$ cat config.mk
export PLATFORM = sky130hd
export DESIGN_NAME = mem_io_arbiter
export DESIGN_NICKNAME = d
export VERILOG_FILES = /design/src/rtl/mem_io_arbiter_pkg.sv /design/src/rtl/io_sync2.sv /design/src/rtl/mem_io_arbiter.sv
export SDC_FILE = /design/constraint.sdc
export NUM_CORES = 1
export LEC_CHECK = 0
export CAP_MARGIN = 40
export CORE_MARGIN = 2
export CORE_UTILIZATION = 36
export CTS_BUF_LIST = sky130_fd_sc_hd__clkbuf_8
export DETAILED_ROUTE_END_ITERATION = 10
export PLACE_DENSITY = 0.81
export SKIP_LAST_GASP = 1
export SYNTH_ARGS = -nofsm -noshare
export SYNTH_HDL_FRONTEND = slang
export SYNTH_HIERARCHICAL = 1
export SYNTH_SLANG_ARGS = --single-unit
$ cat constraint.sdc
create_clock -name clk -period 2.55 [get_ports clk]
set_clock_uncertainty 0.05 [all_clocks]
set_input_delay 0.51 -clock clk [delete_from_list [all_inputs] [get_ports clk]]
set_output_delay 0.51 -clock clk [all_outputs]
set_load 0.02 [all_outputs]
$ cat src/rtl/mem_io_arbiter_pkg.sv
// mem_io_arbiter_pkg: shared IO map, memory width and arbiter state encoding.
package mem_io_arbiter_pkg;
    localparam logic [31:0] IO_BASE  = 32'hFFFF_FC00;
    localparam logic [9:0]  LED_OFFS = 10'h060;
    localparam logic [9:0]  SW_OFFS  = 10'h070;
    localparam int          MEM_AW   = 14;
    typedef enum logic [1:0] {ST_BOOT, ST_IDLE, ST_RD_WAIT, ST_HANDOFF} state_t;
endpackage

$ cat src/rtl/io_sync2.sv
// io_sync2: two-flop synchroniser for asynchronous switch pins.
module io_sync2 #(
    parameter int W = 16
) (
    input  logic         clk,
    input  logic         rst_n,
    input  logic [W-1:0] i_d,
    output logic [W-1:0] o_q
);
    logic [W-1:0] r_s1;
    always_ff @(posedge clk or negedge rst_n) begin
        if (!rst_n) begin
            r_s1 <= '0;
            o_q  <= '0;
        end else begin
            r_s1 <= i_d;
            o_q  <= r_s1;
        end
    end
endmodule

$ cat src/rtl/mem_io_arbiter.sv
// mem_io_arbiter: shares the data-memory port between CPU and UART loader,
// decodes memory-mapped IO and stalls the CPU across memory read latency.
module mem_io_arbiter #(
    parameter logic [31:0] IO_BASE  = mem_io_arbiter_pkg::IO_BASE,
    parameter logic [9:0]  LED_OFFS = mem_io_arbiter_pkg::LED_OFFS,
    parameter logic [9:0]  SW_OFFS  = mem_io_arbiter_pkg::SW_OFFS,
    parameter int          MEM_LAT  = 1
) (
    input  logic        clk,
    input  logic        rst_n,
    input  logic        i_cpu_mread,
    input  logic        i_cpu_mwrite,
    input  logic [31:0] i_cpu_addr,
    input  logic [31:0] i_cpu_wdata,
    output logic [31:0] o_cpu_rdata,
    output logic        o_cpu_stall,
    input  logic        i_ld_active,
    input  logic        i_ld_we,
    input  logic [13:0] i_ld_addr,
    input  logic [31:0] i_ld_wdata,
    output logic        o_ld_grant,
    output logic        o_mem_en,
    output logic        o_mem_we,
    output logic [13:0] o_mem_addr,
    output logic [31:0] o_mem_wdata,
    input  logic [31:0] i_mem_rdata,
    input  logic [15:0] i_sw_in,
    output logic [15:0] o_led_out,
    output logic        o_err
);
    import mem_io_arbiter_pkg::*;

    state_t      r_state;
    logic [1:0]  r_cnt;
    logic        r_done;
    logic [31:0] r_rdata;
    logic [15:0] r_led;
    logic        r_err;
    logic [15:0] w_sw;
    logic [9:0]  w_offs;
    logic        w_io, w_wr, w_rd, w_req, w_led_hit, w_sw_hit, w_unmapped;
    logic        w_boot, w_idle, w_mem_rd, w_mem_wr;
    logic [31:0] w_io_rdata;

    io_sync2 #(.W(16)) u_sync (.clk(clk), .rst_n(rst_n), .i_d(i_sw_in), .o_q(w_sw));

    // A simultaneous read+write is handled as a write.
    always_comb begin
        w_io       = i_cpu_addr >= IO_BASE;
        w_offs     = 10'(i_cpu_addr - IO_BASE);
        w_wr       = i_cpu_mwrite;
        w_rd       = i_cpu_mread & ~i_cpu_mwrite;
        w_req      = i_cpu_mread | i_cpu_mwrite;
        w_led_hit  = w_io & (w_offs == LED_OFFS);
        w_sw_hit   = w_io & (w_offs == SW_OFFS);
        w_unmapped = w_io & ~w_led_hit & ~w_sw_hit;
        w_boot     = r_state == ST_BOOT;
        w_idle     = r_state == ST_IDLE;
        w_mem_rd   = w_idle & w_rd & ~w_io;
        w_mem_wr   = w_idle & w_wr & ~w_io;
        w_io_rdata = w_sw_hit ? {16'h0, w_sw} : w_led_hit ? {16'h0, r_led} : 32'h0;
    end

    // Memory outputs are forced low while reset is asserted so an aborted cycle cannot write.
    always_comb begin
        o_mem_en    = rst_n & (w_boot ? i_ld_we : (w_mem_rd | w_mem_wr));
        o_mem_we    = rst_n & (w_boot ? i_ld_we : w_mem_wr);
        o_mem_addr  = !rst_n ? '0 : w_boot ? i_ld_addr : i_cpu_addr[MEM_AW+1:2];
        o_mem_wdata = !rst_n ? '0 : w_boot ? i_ld_wdata : i_cpu_wdata;
        o_ld_grant  = w_boot;
        o_cpu_stall = w_boot | (r_state == ST_HANDOFF) | ((r_state == ST_RD_WAIT) & ~r_done) | w_mem_rd;
        o_cpu_rdata = (w_idle & w_rd & w_io) ? w_io_rdata : r_rdata;
        o_led_out   = r_led;
        o_err       = r_err;
    end

    always_ff @(posedge clk or negedge rst_n) begin
        if (!rst_n) begin
            r_state <= ST_BOOT;
            r_cnt   <= '0;
            r_done  <= 1'b0;
            r_rdata <= '0;
            r_led   <= '0;
            r_err   <= 1'b0;
        end else begin
            case (r_state)
                ST_BOOT: if (!i_ld_active) r_state <= ST_IDLE;
                ST_IDLE: begin
                    if (w_mem_rd) begin
                        r_state <= ST_RD_WAIT;
                        r_cnt   <= 2'(MEM_LAT - 1);
                        r_done  <= 1'b0;
                    end else if (i_ld_active) begin
                        r_state <= ST_HANDOFF;
                    end
                    if (w_wr & w_led_hit) r_led <= i_cpu_wdata[15:0];
                    if ((w_req & w_unmapped) | (i_cpu_mread & i_cpu_mwrite)) r_err <= 1'b1;
                end
                ST_RD_WAIT: begin
                    // Capture at count zero, then give the CPU one unstalled cycle to consume it.
                    if (r_done) begin
                        r_done  <= 1'b0;
                        r_state <= i_ld_active ? ST_HANDOFF : ST_IDLE;
                    end else if (r_cnt == 2'd0) begin
                        r_rdata <= i_mem_rdata;
                        r_done  <= 1'b1;
                    end else begin
                        r_cnt <= r_cnt - 2'd1;
                    end
                end
                ST_HANDOFF: r_state <= ST_BOOT;
            endcase
        end
    end
endmodule
Yosys cells after proc, flatten, opt, wreduce, memory -nomap -nowiden
Cells that the tools add are included.
W data, S select, Z words.
{"block": "totals", "ff_bits": 86, "out_inout_bits": 99}
{"block": "classes", "add_sub_neg": 2, "magnitude_cmp": 1, "n_eq_ne": 11, "mux": 23, "bitwise": 27, "n_reduce_logical": 9}
{"op": "$mux W32", "count": 3}
{"op": "$ge A32 B32 Y1 const B", "count": 1}
{"op": "$mux W16", "count": 2}
{"op": "$mux W14", "count": 2}
{"op": "$eq A10 B7 Y1 const B", "count": 2}
{"op": "$and A1 B1 Y1", "count": 16}
{"op": "$mux W2", "count": 8}
{"op": "$sub A10 B1 Y10 const B", "count": 1}
{"op": "$ne A2 B2 Y1 const B", "count": 4}
{"op": "$pmux W2 S4", "count": 1}
{"op": "$or A1 B1 Y1", "count": 6}
{"op": "$reduce_and A2 Y1", "count": 3}
{"op": "$reduce_and A3 Y1", "count": 2}
{"op": "$mux W1", "count": 5}
{"op": "$not A1 Y1", "count": 5}
{"op": "$eq A2 B2 Y1 const B", "count": 2}
{"op": "$logic_not A2 Y1", "count": 2}
{"op": "$pmux W2 S2", "count": 1}
{"op": "$reduce_and A4 Y1", "count": 1}
{"op": "$ne A3 B2 Y1 const B", "count": 1}
{"op": "$eq A2 B1 Y1 const B", "count": 1}
{"op": "$ne A2 B1 Y1 const B", "count": 1}
{"op": "$pmux W1 S2", "count": 1}
{"op": "$reduce_bool A2 Y1", "count": 1}
{"op": "$sub A2 B1 Y2 const B", "count": 1}

Logic depth before layout (Yosys ltp)
{"block": "depth", "word_depth": 9, "mapped_depth": 8, "depth_no_buf": 7}

By module
Netlist, hierarchy kept.
{"module": "mem_io_arbiter", "instances": 1, "cells_each": 361, "area_per_inst_um2": 3734.8}
{"module": "io_sync2", "instances": 1, "cells_each": 32, "area_per_inst_um2": 800.8}

Worst setup path before layout
OpenSTA, ideal clock, no wires.
{"block": "synth_path", "kind": "input port to output port", "start": "in i_cpu_addr[23]", "end": "out o_cpu_rdata[0]", "arrival_ns": 1.973, "required_time_ns": 1.990, "path_slack_ns": 0.017, "cell_stages": 6, "n_path_buf": 1, "cell_sequence": "nand4_1 -> nor4_4 -> nand2_1 -> nor2_4 -> buf_4 -> mux2_2"}
{"block": "synth_via", "elab_chain_cells": 5}
{"element": "start: declaration", "line_no": "mem_io_arbiter.sv:13", "source": "input logic [31:0] i_cpu_addr,"}
{"element": "$ge A32 B32 Y1 *", "line_no": "mem_io_arbiter.sv:49", "source": "w_io = i_cpu_addr >= IO_BASE;"}
{"element": "$and A1 B1 Y1", "line_no": "mem_io_arbiter.sv:54", "source": "w_led_hit = w_io & (w_offs == LED_OFFS);"}
{"element": "$mux W16 (2 in series)", "line_no": "mem_io_arbiter.sv:61", "source": "w_io_rdata = w_sw_hit ? {16'h0, w_sw} : w_led_hit ? {16'h0, r_led} : 32'h0;"}
{"element": "$mux W32 *", "line_no": "mem_io_arbiter.sv:72", "source": "o_cpu_rdata = (w_idle & w_rd & w_io) ? w_io_rdata : r_rdata;"}
{"element": "end: declaration", "line_no": "mem_io_arbiter.sv:15", "source": "output logic [31:0] o_cpu_rdata,"}
Mark *: on every way between the ends. The rest lies on a longest branch, timed or not.

Worst setup path in the final report
{"block": "layout_path", "start": "in i_cpu_addr[14]", "end": "out o_cpu_rdata[10]"}
The elaborated chain is that of the path after synthesis.

==> out/qor_table.md <==
| Item | Value | Unit |
|:---|:---|:---|
| Via count of the first global-routing pass | 4680 | - |
| Largest net degree at the start of global routing | 34 | - |
| Most used cells in the layout excluding fill and tap cells | 152 x sky130_fd_sc_hd__clkdlybuf4s50_1, 85 x sky130_fd_sc_hd__dfrtp_1, 54 x sky130_fd_sc_hd__buf_4 | - |
| CTS tree | done | - |
| Placeable Area | 0.0125 | mm² |
| Count of buffers inserted at the top-level ports | 262 | - |
| Number of instances in the synthesized netlist | 393 | - |
| PnR worst setup slack | -233 | ps |
| Sequential fraction of design power | 0.264 | - |
| Placement row count | 41 | - |
| Vias after detailed routing | 4356 | - |
| Most common flop cell mapped by yosys | sky130_fd_sc_hd__dfrtp_1 | - |
| Data arrival, critical path | 2220 | ps |
| Top-Level Pins | 263 | - |
| Share of synthesized flip-flops with an asynchronous set or reset | 1.00 | - |
| Maximum fanout count along the critical path | 5 | - |
| Number of iterations in the first detailed-routing pass | 4 | - |
| Initial antenna violation count | 0 | - |
| Number of buffers created by CTS | 9 | - |
| Root buf cell | sky130_fd_sc_hd__clkbuf_8 | - |
| Setup Crit Path Kind | input pin to output port | - |
| Final estimated routing congestion in global placement | 0.856 | - |
| Slowest stage delay, CP | 420 | ps |
| Number of violations reported at the end of detailed-routing iteration 0 | 142 | - |
| Final hold violation count | 0 | - |
| Synth cell types | 37 | - |
| Top achievable clock speed | 359 | MHz |
| Total standard cell area after synthesis | 0.00454 | mm² |
| Master of the slowest instance on the critical path | sky130_fd_sc_hd__nor4_4 | - |
| Residual overflow from global routing | 0 | - |
| Shortest clock period the worst path allows after layout | 2780 | ps |
| IR drop worst, VDD | 607 | µV |
| Die height | 116 | µm |
| Relative slew slack | 0.588 | - |
| Clock-pin transition on the worst setup and hold timing paths | 100 | ps |
| Switching power | 2550 | µW |
| Number of endpoints failing setup at the final stage | 39 | - |
| Worst min-delay path class | input pin to asynchronous set/reset pin | - |
| DP Wirelength | 12300 | µm |
| Global-route wire length before repair | 24500 | µm |
| Layout net count | 891 | - |
| Utilization of the core after routing | 0.693 | - |
| Cell count of the worst reg-to-reg path | 7 | - |
| Overall fraction of global-route tracks in use | 0.243 | - |
| Sequential fraction of the synthesis area | 0.474 | - |
| Insertion delay to the later sink of the worst-skew pair | 360 | ps |
| Via density | 4.84 | - |
| Cell Pwr Density | 810 | mW/mm² |
| Number of pins with negative max-slew slack in the final report | 0 | - |
| Setup Slack @ Placement | -1050 | ps |
| Synthesis warning total | 6 | - |
| ANT cells | 0 | - |
| Critical Path End Type | output port | - |
| Horizontal die dimension | 116 | µm |
| Area share of the leading cell type in the synthesized netlist | 0.474 | - |
| Number of antenna-violating nets in the routed design | 0 | - |
| Sink count of the clock tree | 86 | - |
| Fraction of layout instances using a drive strength above 1 | 0.398 | - |
| Crit path top cell by count | sky130_fd_sc_hd__buf_6 | - |
| Most frequent standard cell in the layout excluding fill and tap cells | sky130_fd_sc_hd__clkdlybuf4s50_1 | - |
| Net Sw Frac | 0.364 | - |
| Synth area leader | sky130_fd_sc_hd__dfrtp_1 | - |
| Count of flip-flops with a built-in enable after synthesis | 0 | - |
| Violations in the final reports | setup timing | - |
| Max_cap viols | 0 | - |
| Leakage power total | 0.00406 | µW |
| Starting Density | 0.364 | - |
| Internal power | 4450 | µW |
| Number of buffers on the longest clock path | 2 | - |
| Total number of H-tree levels | 3 | - |
| Combinational group share of total power | 0.593 | - |
| Final critical-path share of the clock period | 1.09 | - |
| Setup repair after global routing missed its margin | yes | - |
| Mean Syn Cell Area | 11.5 | µm² |
| Least-Margin Pin Slew | 615 | ps |
| Total detailed-routing wirelength | 17300 | µm |
| Die area | 0.0135 | mm² |
| Routed wirelength normalized by instance count | 19.2 | µm |
| Number of synthesized register bits | 86 | - |
| Part of the total power dissipated in the clock network | 0.143 | - |
| Status | finished, violations left | - |
| Top cells by area, synth | sky130_fd_sc_hd__dfrtp_1 47%, sky130_fd_sc_hd__mux2_2 13%, sky130_fd_sc_hd__mux2i_1 10%, sky130_fd_sc_hd__nor2b_1 8.7%, sky130_fd_sc_hd__inv_1 3.3% | - |
| Worst path required time | 1990 | ps |
| Net Count, Synth | 561 | - |
| Total DRC errors in the routed layout | 0 | - |
| Reg2Reg Setup Slack | 460 | ps |
| Area added between synthesis and finish | 90.5 | % |
| Startpoint type of the worst setup path | input pin | - |
| Cells along the critical path | buf_6 > nand4_1 > nor4_4 > buf_6 > nand2_4 > nor2_4 > buf_12 > buf_12 > mux2_4 > buf_6 | - |
sequential cells by signal (all words and copies together) (netlist names):
signal	flops
r_rdata	32
o_led_out	16
u_sync/o_q	16
u_sync/r_s1	16
r_cnt	2
r_state	2
o_err	1
r_done	1
cell usage after synthesis (2+ instances only):
| master | n |
|---|---|
| sky130_fd_sc_hd__dfrtp_1 | 86 |
| sky130_fd_sc_hd__nor2b_1 | 63 |
| sky130_fd_sc_hd__mux2_2 | 54 |
| sky130_fd_sc_hd__mux2i_1 | 47 |
| sky130_fd_sc_hd__inv_1 | 40 |
| sky130_fd_sc_hd__o22ai_1 | 18 |
| sky130_fd_sc_hd__clkbuf_1 | 11 |
| sky130_fd_sc_hd__mux2_4 | 10 |
| sky130_fd_sc_hd__nand2_1 | 9 |
| sky130_fd_sc_hd__nand4_1 | 6 |
| sky130_fd_sc_hd__buf_1 | 5 |
| sky130_fd_sc_hd__ha_1 | 4 |
| sky130_fd_sc_hd__nand3_1 | 4 |
| sky130_fd_sc_hd__nor2_1 | 3 |
| sky130_fd_sc_hd__nor3_1 | 3 |
| sky130_fd_sc_hd__o21ai_0 | 3 |
| sky130_fd_sc_hd__a21o_1 | 2 |
| sky130_fd_sc_hd__a31oi_1 | 2 |
| sky130_fd_sc_hd__and2_1 | 2 |
| sky130_fd_sc_hd__and4_1 | 2 |
| sky130_fd_sc_hd__buf_2 | 2 |
| sky130_fd_sc_hd__buf_4 | 2 |
what timing repair did:
item,CTS,global route
cloned,4,1
resized for setup,375,117
setup endpoints to repair,79,77
setup buffers,18,20
endpoints found under the hold margin,5,0
pin swaps,19,10
hold buffers,1,0
metrics by stage:
stage               TNS [ps]  hold WS, ps  instances  total power [µW]  instance area, µm²
finish                 -5660          133        900              7000                8640
CTS                    -9860          111        886              6730                8380
floorplan                  0          164        393              3790                4540
global route           -9830          117        900              7340                8640
detailed placement    -35810          285        848              5430                7700
global placement      -33130          281        848              5350                7700
final cells by class:
type | instances | area, µm²
clock buffers | 9 | 124
multi-input cells | 246 | 2480
well taps | 172 | 215
fillers | 928 | 3830
flip-flops and latches | 86 | 2150
repair buffers | 340 | 3440
clock inverters | 7 | 80.1
inverters | 40 | 150
layer usage:
metal	vias up	global-route usage	part of all wire
met2	200	0.447	0.51
li1	2003	-	-
met4	0	0.104	0.038
met5	-	0	0
met1	2112	0.262	0.37
met3	41	0.0623	0.077
critical path, delay by kind of cell:
kind,cells,cell delay (ps)
multiplexers,1,320
AND/OR/NAND/NOR,4,760
buffers and inverters,5,640
path summary, 6_finish.rpt:
check	from	endpoint
setup reg to reg	r_state[0]$_DFFE_PN0P_	r_state[0]$_DFFE_PN0P_
setup / recovery	i_cpu_addr[14]	o_cpu_rdata[10]
hold / removal	rst_n	u_sync/r_s1[1]$_DFF_PN0_
min in group clk	u_sync/r_s1[11]$_DFF_PN0_	u_sync/o_q[11]$_DFF_PN0_
max in group asynchronous	rst_n	u_sync/r_s1[6]$_DFF_PN0_
hold reg to reg	u_sync/r_s1[11]$_DFF_PN0_	u_sync/o_q[11]$_DFF_PN0_
kinds of logic after synthesis:
kind of cell	count (synthesis)	synth area share
multiplexers	111	0.271
AND/OR/NAND/NOR	98	0.139
flip-flops	86	0.474
buffers and inverters	61	0.0552
AO/OA/AOI/OAI	33	0.0494
adder cells (fa/ha/maj)	4	0.0110
power groups by stage:
stage / clock network [µW] / logic, µW / registers [µW]
after global placement: 0 / 3520 / 1830
after detailed placement: 0 / 3580 / 1850
after CTS: 1030 / 3870 / 1830
final: 1000 / 4150 / 1850
after global routing: 1090 / 4370 / 1880
after floorplan: 0 / 1990 / 1800
Power figures use the tool's default switching activity.
